===== config.mk =====
export PLATFORM = sky130hd
export DESIGN_NAME = vga_sprite_layer
export DESIGN_NICKNAME = d
export VERILOG_FILES = /design/src/rtl/vga_sprite_layer.sv
export SDC_FILE = /design/constraint.sdc
export NUM_CORES = 1
export LEC_CHECK = 0
export BUFFER_PORTS_ARGS = -buffer_cell sky130_fd_sc_hd__buf_2
export CORE_UTILIZATION = 36
export DETAILED_ROUTE_END_ITERATION = 7
export SLEW_MARGIN = 20
export SYNTH_ARGS = -nofsm -noshare
export SYNTH_HDL_FRONTEND = slang
export SYNTH_SLANG_ARGS = --single-unit

===== constraint.sdc =====
create_clock -name clk -period 14.6 [get_ports clk]
set_input_delay 2.19 -clock clk [delete_from_list [all_inputs] [get_ports clk]]
set_output_delay 2.19 -clock clk [all_outputs]
set_load 0.02 [all_outputs]

===== src/rtl/vga_sprite_layer.sv =====
// Sprite overlay: per-frame clamped motion, priority hit test, 2-stage colour-key merge.
// Define SPRITE_COLLISION_EN to build the per-frame sprite overlap flag.
module vga_sprite_layer #(
   parameter int NUM_SPRITES = 4,
   parameter int SPRITE_W    = 50,
   parameter int SPRITE_H    = 50,
   parameter int SCREEN_W    = 640,
   parameter int SCREEN_H    = 480,
   parameter int COLOR_BITS  = 12,
   parameter int STEP        = 1,
   parameter logic [COLOR_BITS-1:0] KEY_COLOR = '0,
   parameter int ROM_AW      = 16
) (
   input  logic                     clk,
   input  logic                     reset,
   input  logic [9:0]               x,
   input  logic [8:0]               y,
   input  logic                     active,
   input  logic                     screen_end,
   input  logic [COLOR_BITS-1:0]    bg_color,
   input  logic [NUM_SPRITES-1:0]   mv_left,
   input  logic [NUM_SPRITES-1:0]   mv_right,
   input  logic [NUM_SPRITES-1:0]   mv_up,
   input  logic [NUM_SPRITES-1:0]   mv_down,
   output logic [ROM_AW-1:0]        rom_addr,
   input  logic [COLOR_BITS-1:0]    rom_data,
   output logic [COLOR_BITS-1:0]    color_out,
   output logic [10*NUM_SPRITES-1:0] pos_x,
   output logic [9*NUM_SPRITES-1:0] pos_y,
   output logic                     collision
);

   localparam int IW = (NUM_SPRITES > 1) ? $clog2(NUM_SPRITES) : 1;
   localparam logic signed [10:0] XMAX  = 11'(SCREEN_W - SPRITE_W);
   localparam logic signed [10:0] YMAX  = 11'(SCREEN_H - SPRITE_H);
   localparam logic signed [10:0] SSTEP = 11'(STEP);

   logic [9:0]         r_px [NUM_SPRITES];
   logic [8:0]         r_py [NUM_SPRITES];
   logic [9:0]         w_nx [NUM_SPRITES];
   logic [8:0]         w_ny [NUM_SPRITES];
   logic signed [10:0] w_tx [NUM_SPRITES];
   logic signed [10:0] w_ty [NUM_SPRITES];
   logic               r_se_d;
   logic               w_frame;

   assign w_frame = screen_end & ~r_se_d;

   always_comb begin
      for (int i = 0; i < NUM_SPRITES; i++) begin
         w_tx[i] = $signed({1'b0, r_px[i]});
         w_ty[i] = $signed({2'b00, r_py[i]});
         if (mv_right[i] & ~mv_left[i])
            w_tx[i] = w_tx[i] + SSTEP;
         else if (mv_left[i] & ~mv_right[i])
            w_tx[i] = w_tx[i] - SSTEP;
         if (mv_down[i] & ~mv_up[i])
            w_ty[i] = w_ty[i] + SSTEP;
         else if (mv_up[i] & ~mv_down[i])
            w_ty[i] = w_ty[i] - SSTEP;
         if (w_tx[i] < 11'sd1)      w_nx[i] = 10'd1;
         else if (w_tx[i] > XMAX)   w_nx[i] = XMAX[9:0];
         else                       w_nx[i] = w_tx[i][9:0];
         if (w_ty[i] < 11'sd1)      w_ny[i] = 9'd1;
         else if (w_ty[i] > YMAX)   w_ny[i] = YMAX[8:0];
         else                       w_ny[i] = w_ty[i][8:0];
      end
   end

   // Edge register resets high so a release during screen_end never moves sprites
   always_ff @(posedge clk or posedge reset) begin
      if (reset) begin
         r_se_d <= 1'b1;
         for (int i = 0; i < NUM_SPRITES; i++) begin
            r_px[i] <= 10'(1 + i * SPRITE_W);
            r_py[i] <= 9'd1;
         end
      end else begin
         r_se_d <= screen_end;
         if (w_frame) begin
            for (int i = 0; i < NUM_SPRITES; i++) begin
               r_px[i] <= w_nx[i];
               r_py[i] <= w_ny[i];
            end
         end
      end
   end

   always_comb begin
      pos_x = '0;
      pos_y = '0;
      for (int i = 0; i < NUM_SPRITES; i++) begin
         pos_x[10*i +: 10] = r_px[i];
         pos_y[9*i +: 9]   = r_py[i];
      end
   end

   logic [NUM_SPRITES-1:0] w_hit;
   logic [IW-1:0]          w_idx;
   logic [9:0]             w_dx;
   logic [8:0]             w_dy;
   logic [ROM_AW-1:0]      w_addr;

   always_comb begin
      w_hit = '0;
      w_idx = '0;
      for (int i = 0; i < NUM_SPRITES; i++) begin
         w_hit[i] = (x >= r_px[i])
                  & ({1'b0, x} < ({1'b0, r_px[i]} + 11'(SPRITE_W)))
                  & (y >= r_py[i])
                  & ({1'b0, y} < ({1'b0, r_py[i]} + 10'(SPRITE_H)));
      end
      // Scan downwards so the lowest hit index wins
      for (int i = NUM_SPRITES - 1; i >= 0; i--) begin
         if (w_hit[i]) w_idx = IW'(i);
      end
      w_dx   = x - r_px[w_idx];
      w_dy   = y - r_py[w_idx];
      w_addr = ROM_AW'(w_idx) * ROM_AW'(SPRITE_W * SPRITE_H)
             + ROM_AW'(w_dy) * ROM_AW'(SPRITE_W)
             + ROM_AW'(w_dx);
   end

   logic [ROM_AW-1:0]     r_rom_addr;
   logic                  r_hit_d;
   logic                  r_act_d;
   logic [COLOR_BITS-1:0] r_bg_d;
   logic [COLOR_BITS-1:0] r_color;

   always_ff @(posedge clk or posedge reset) begin
      if (reset) begin
         r_rom_addr <= '0;
         r_hit_d    <= 1'b0;
         r_act_d    <= 1'b0;
         r_bg_d     <= '0;
         r_color    <= '0;
      end else begin
         if (|w_hit) r_rom_addr <= w_addr;
         r_hit_d <= |w_hit;
         r_act_d <= active;
         r_bg_d  <= bg_color;
         if (!r_act_d)
            r_color <= '0;
         else if (r_hit_d && (rom_data != KEY_COLOR))
            r_color <= rom_data;
         else
            r_color <= r_bg_d;
      end
   end

   assign rom_addr  = r_rom_addr;
   assign color_out = r_color;

`ifdef SPRITE_COLLISION_EN
   logic r_sticky;
   logic r_coll;
   logic w_multi;

   // More than one bit set iff clearing the lowest set bit leaves something
   assign w_multi = |(w_hit & (w_hit - NUM_SPRITES'(1)));

   always_ff @(posedge clk or posedge reset) begin
      if (reset) begin
         r_sticky <= 1'b0;
         r_coll   <= 1'b0;
      end else if (w_frame) begin
         r_coll   <= r_sticky;
         r_sticky <= 1'b0;
      end else if (active && w_multi) begin
         r_sticky <= 1'b1;
      end
   end

   assign collision = r_coll;
`else
   assign collision = 1'b0;
`endif

endmodule


==> run_results.csv <==
group,metric,value,unit
cells_and_area,n_fill_cell,4188,
yosys,yosys_register_bits,119,
yosys,synth_edf_count,0,
cells_and_area,multiInputGateArea,11100,um2
worst_setup_path,crit_fanout,29,
floorplanning,dieArea,42500,um2
worst_setup_path,required,14930,ps
grt,gr-total-overflow,0,
yosys,synth_fa_ha_area_frac,0.229,
timing,clock_skew,8.97,ps
cts,cts_resized,0,
floorplanning,io_pins,168,
timing,min_period_over_period,0.759,
worst_setup_path,crit_path_frequent_cell,"o21ai_0",
floorplanning,core-area,41000,um2
cts,insertion_delay,450,ps
grt,grt_pass1_vias,13600,
min_path,min_path_cells,2,
cts,cts_tree,"built",
drt,postRouteAntennaNets,0,
drt,drc,28,
floorplanning,die_y,206,um
worst_setup_path,slowest_delay,880,ps
floorplanning,rows,74,
cts,clk_pin_slew,60,ps
yosys,synth_warnings,0,
placement,gp_congestion,0.924,
timing,fin_setup_tns,0,ps
yosys,synth_fp_nets,2180,
yosys,synth_compound_gate_area_share,0.218,
timing,timing.final.crit_period,11080,ps
yosys,synth-xor-area-share,0.0834,
outcome,violations,"design-rule violations",
yosys,synth_area,15000,um2
grt,use_met3,0.0352,
worst_setup_path,start_kind,"input pin",
worst_setup_path,path_class,"in2reg",
cells_and_area,layout_commonest_cell,"ha_1",
drt,wl_per_cell,18.3,um
timing,finalHoldViolations,0,
cts,root_buffer,"clkbuf_16",
drt,vias,14000,
cts,clockBufferDepth,2,
grt,met2_usage,0.350,
job,drv_cap,0,
yosys,synth_ff_type,"dfrtp_1",
grt,grt_pass1_wl,73500,um
outcome,status,"finished with violations",
cells_and_area,drive_above_1_share,0.134,
worst_setup_path,cp_data_arrival_time,11410,ps
yosys,synth_top_family_by_area,"adder cells",
grt,met1_usage,0.295,
worst_setup_path,critPathCaptureType,"flop",
cts,cts_setup_buffers,0,
grt,grt-busiest-layer,"met2",
cells_and_area,ff_latch_area,3000,um2
drt,finalWirelength,45800,um
cells_and_area,mostFrequentLayoutCells,"ha_1 (254), nand2_1 (170), buf_2 (166)",
placement,port_buffers,166,
placement,hpwlAfterDp,36100,um
yosys,synth.avg_cell_area,8.12,um2
drt,dr.pass1.iters,7,
timing,setup_viol,0,
timing,rsz0062_at_grt,"no",
yosys,async_flop_share,1.00,
floorplanning,die_w,206,um
cts,cts_made_buffers,17,
drt,routed_via_density,5.57,
worst_setup_path,critPathSlowestCell,"clkinv_1",
cts,clock-sinks,119,
yosys,synth_cells,1850,
timing,tightest_slew,978,ps
grt,grt_max_degree,46,
worst_setup_path,worstRegToRegCells,35,
yosys,synth.mux.area_fraction,0.0133,
grt,antenna_found_initial,1,
floorplanning,start_util,0.366,
min_path,min_path_type,"reg2reg",
timing,finalMaxSlewViolations,0,
cts,cts_hold_buf,0,
yosys,synth.distinct_cells,96,
yosys,yosysSeqAreaShare,0.200,
timing,timing.fmax,90.2,MHz
cts,cts_max_level,4,
cells_and_area,nets,2294,
timing,slew_headroom,0.338,
grt,track_usage,0.219,
yosys,synth_simple_gate_area_frac,0.196,
drt,drt_iter0_drc,1183,
cells_and_area,syn_to_final_growth,11.8,%
==> worst paths after layout <==
path | to | slack (ps) | start
setup / recovery | rom_addr[15] | 3520 | y[5]
hold / removal | rom_addr[12] | 470 | rom_addr[12]
setup reg to reg | rom_addr[15] | 4100 | pos_y[10]
hold reg to reg | rom_addr[12] | 470 | rom_addr[12]
max in group asynchronous | pos_x[36] | 11200 | reset
min in group asynchronous | color_out[2] | 1730 | reset
==> registers in the layout, indices dropped and copies added, names as in the netlist <==
| register | flops |
|---|---|
| r_act_d | 1 |
| rom_addr | 16 |
| r_hit_d | 1 |
| pos_x | 40 |
| pos_y | 36 |
| color_out | 12 |
| r_se_d | 1 |
| r_bg_d | 12 |
==> routing by layer <==
metal / up-vias / wire [um]
li1: 6925 / -
met3: 66 / 2150
met5: - / 0
met2: 362 / 20800
met1: 6636 / 21700
met4: 0 / 1150
==> Yosys cell counts (all sizes together), types with 19 or more instances <==
library cell / instances / area share
ha: 254 / 0.21
nand2: 170 / 0.042
inv: 135 / 0.034
o21ai: 132 / 0.044
xnor2: 129 / 0.075
nor2: 120 / 0.030
dfrtp: 100 / 0.17
a21oi: 81 / 0.027
clkbuf: 66 / 0.020
nor3: 54 / 0.018
o22ai: 41 / 0.017
nand3: 39 / 0.013
nor2b: 38 / 0.016
o211ai: 35 / 0.017
nand2b: 31 / 0.013
a21o: 29 / 0.014
nor4: 22 / 0.0096
o31ai: 21 / 0.011
nand4: 20 / 0.0083
dfstp: 19 / 0.033
o21a: 19 / 0.0095
==> worst max-delay path: cells and delay by family <==
family                     cells  cell delay (ps)
buffers and inverters          4             1220
xor gates and xnor gates       2              420
and+or+nand+nor                6             2330
AOI/OAI and AO/OA             14             3050
adders and majority gates      6             2150
==> logic make-up after synthesis <==
family / after synthesis
compound gates: 495
xor+xnor: 143
fa+ha+maj: 267
buf+inv: 221
flops: 119
mux: 17
other cells: 1
simple gates: 587
==> stage by stage <==
stage	hold WS [ps]	instance area, um2	setup slack [ps]	cells	util
2_1_floorplan	486	15000	5050	1850	-
3_3_place_gp	460	16200	3410	2477	0.395
3_5_place_dp	465	16200	3200	2477	0.396
4_1_cts	479	16800	3650	2509	0.409
5_1_grt	491	16800	2930	2510	0.409
6_report	469	16800	3520	2510	0.409
==> cell type report <==
class / instances / area share
Inverter: 144 / 0.0325
Timing Repair Buffer: 172 / 0.0522
Multi-Input combinational cell: 1510 / 0.663
Antenna cell: 1 / 0.000149
Clock inverter: 13 / 0.00723
Clock buffer: 19 / 0.0264
Sequential cell: 119 / 0.179
Tap cell: 532 / 0.0396
Power is not shown: default switching activity piles up to over one toggle a cycle in this logic, so the estimate is an artifact.
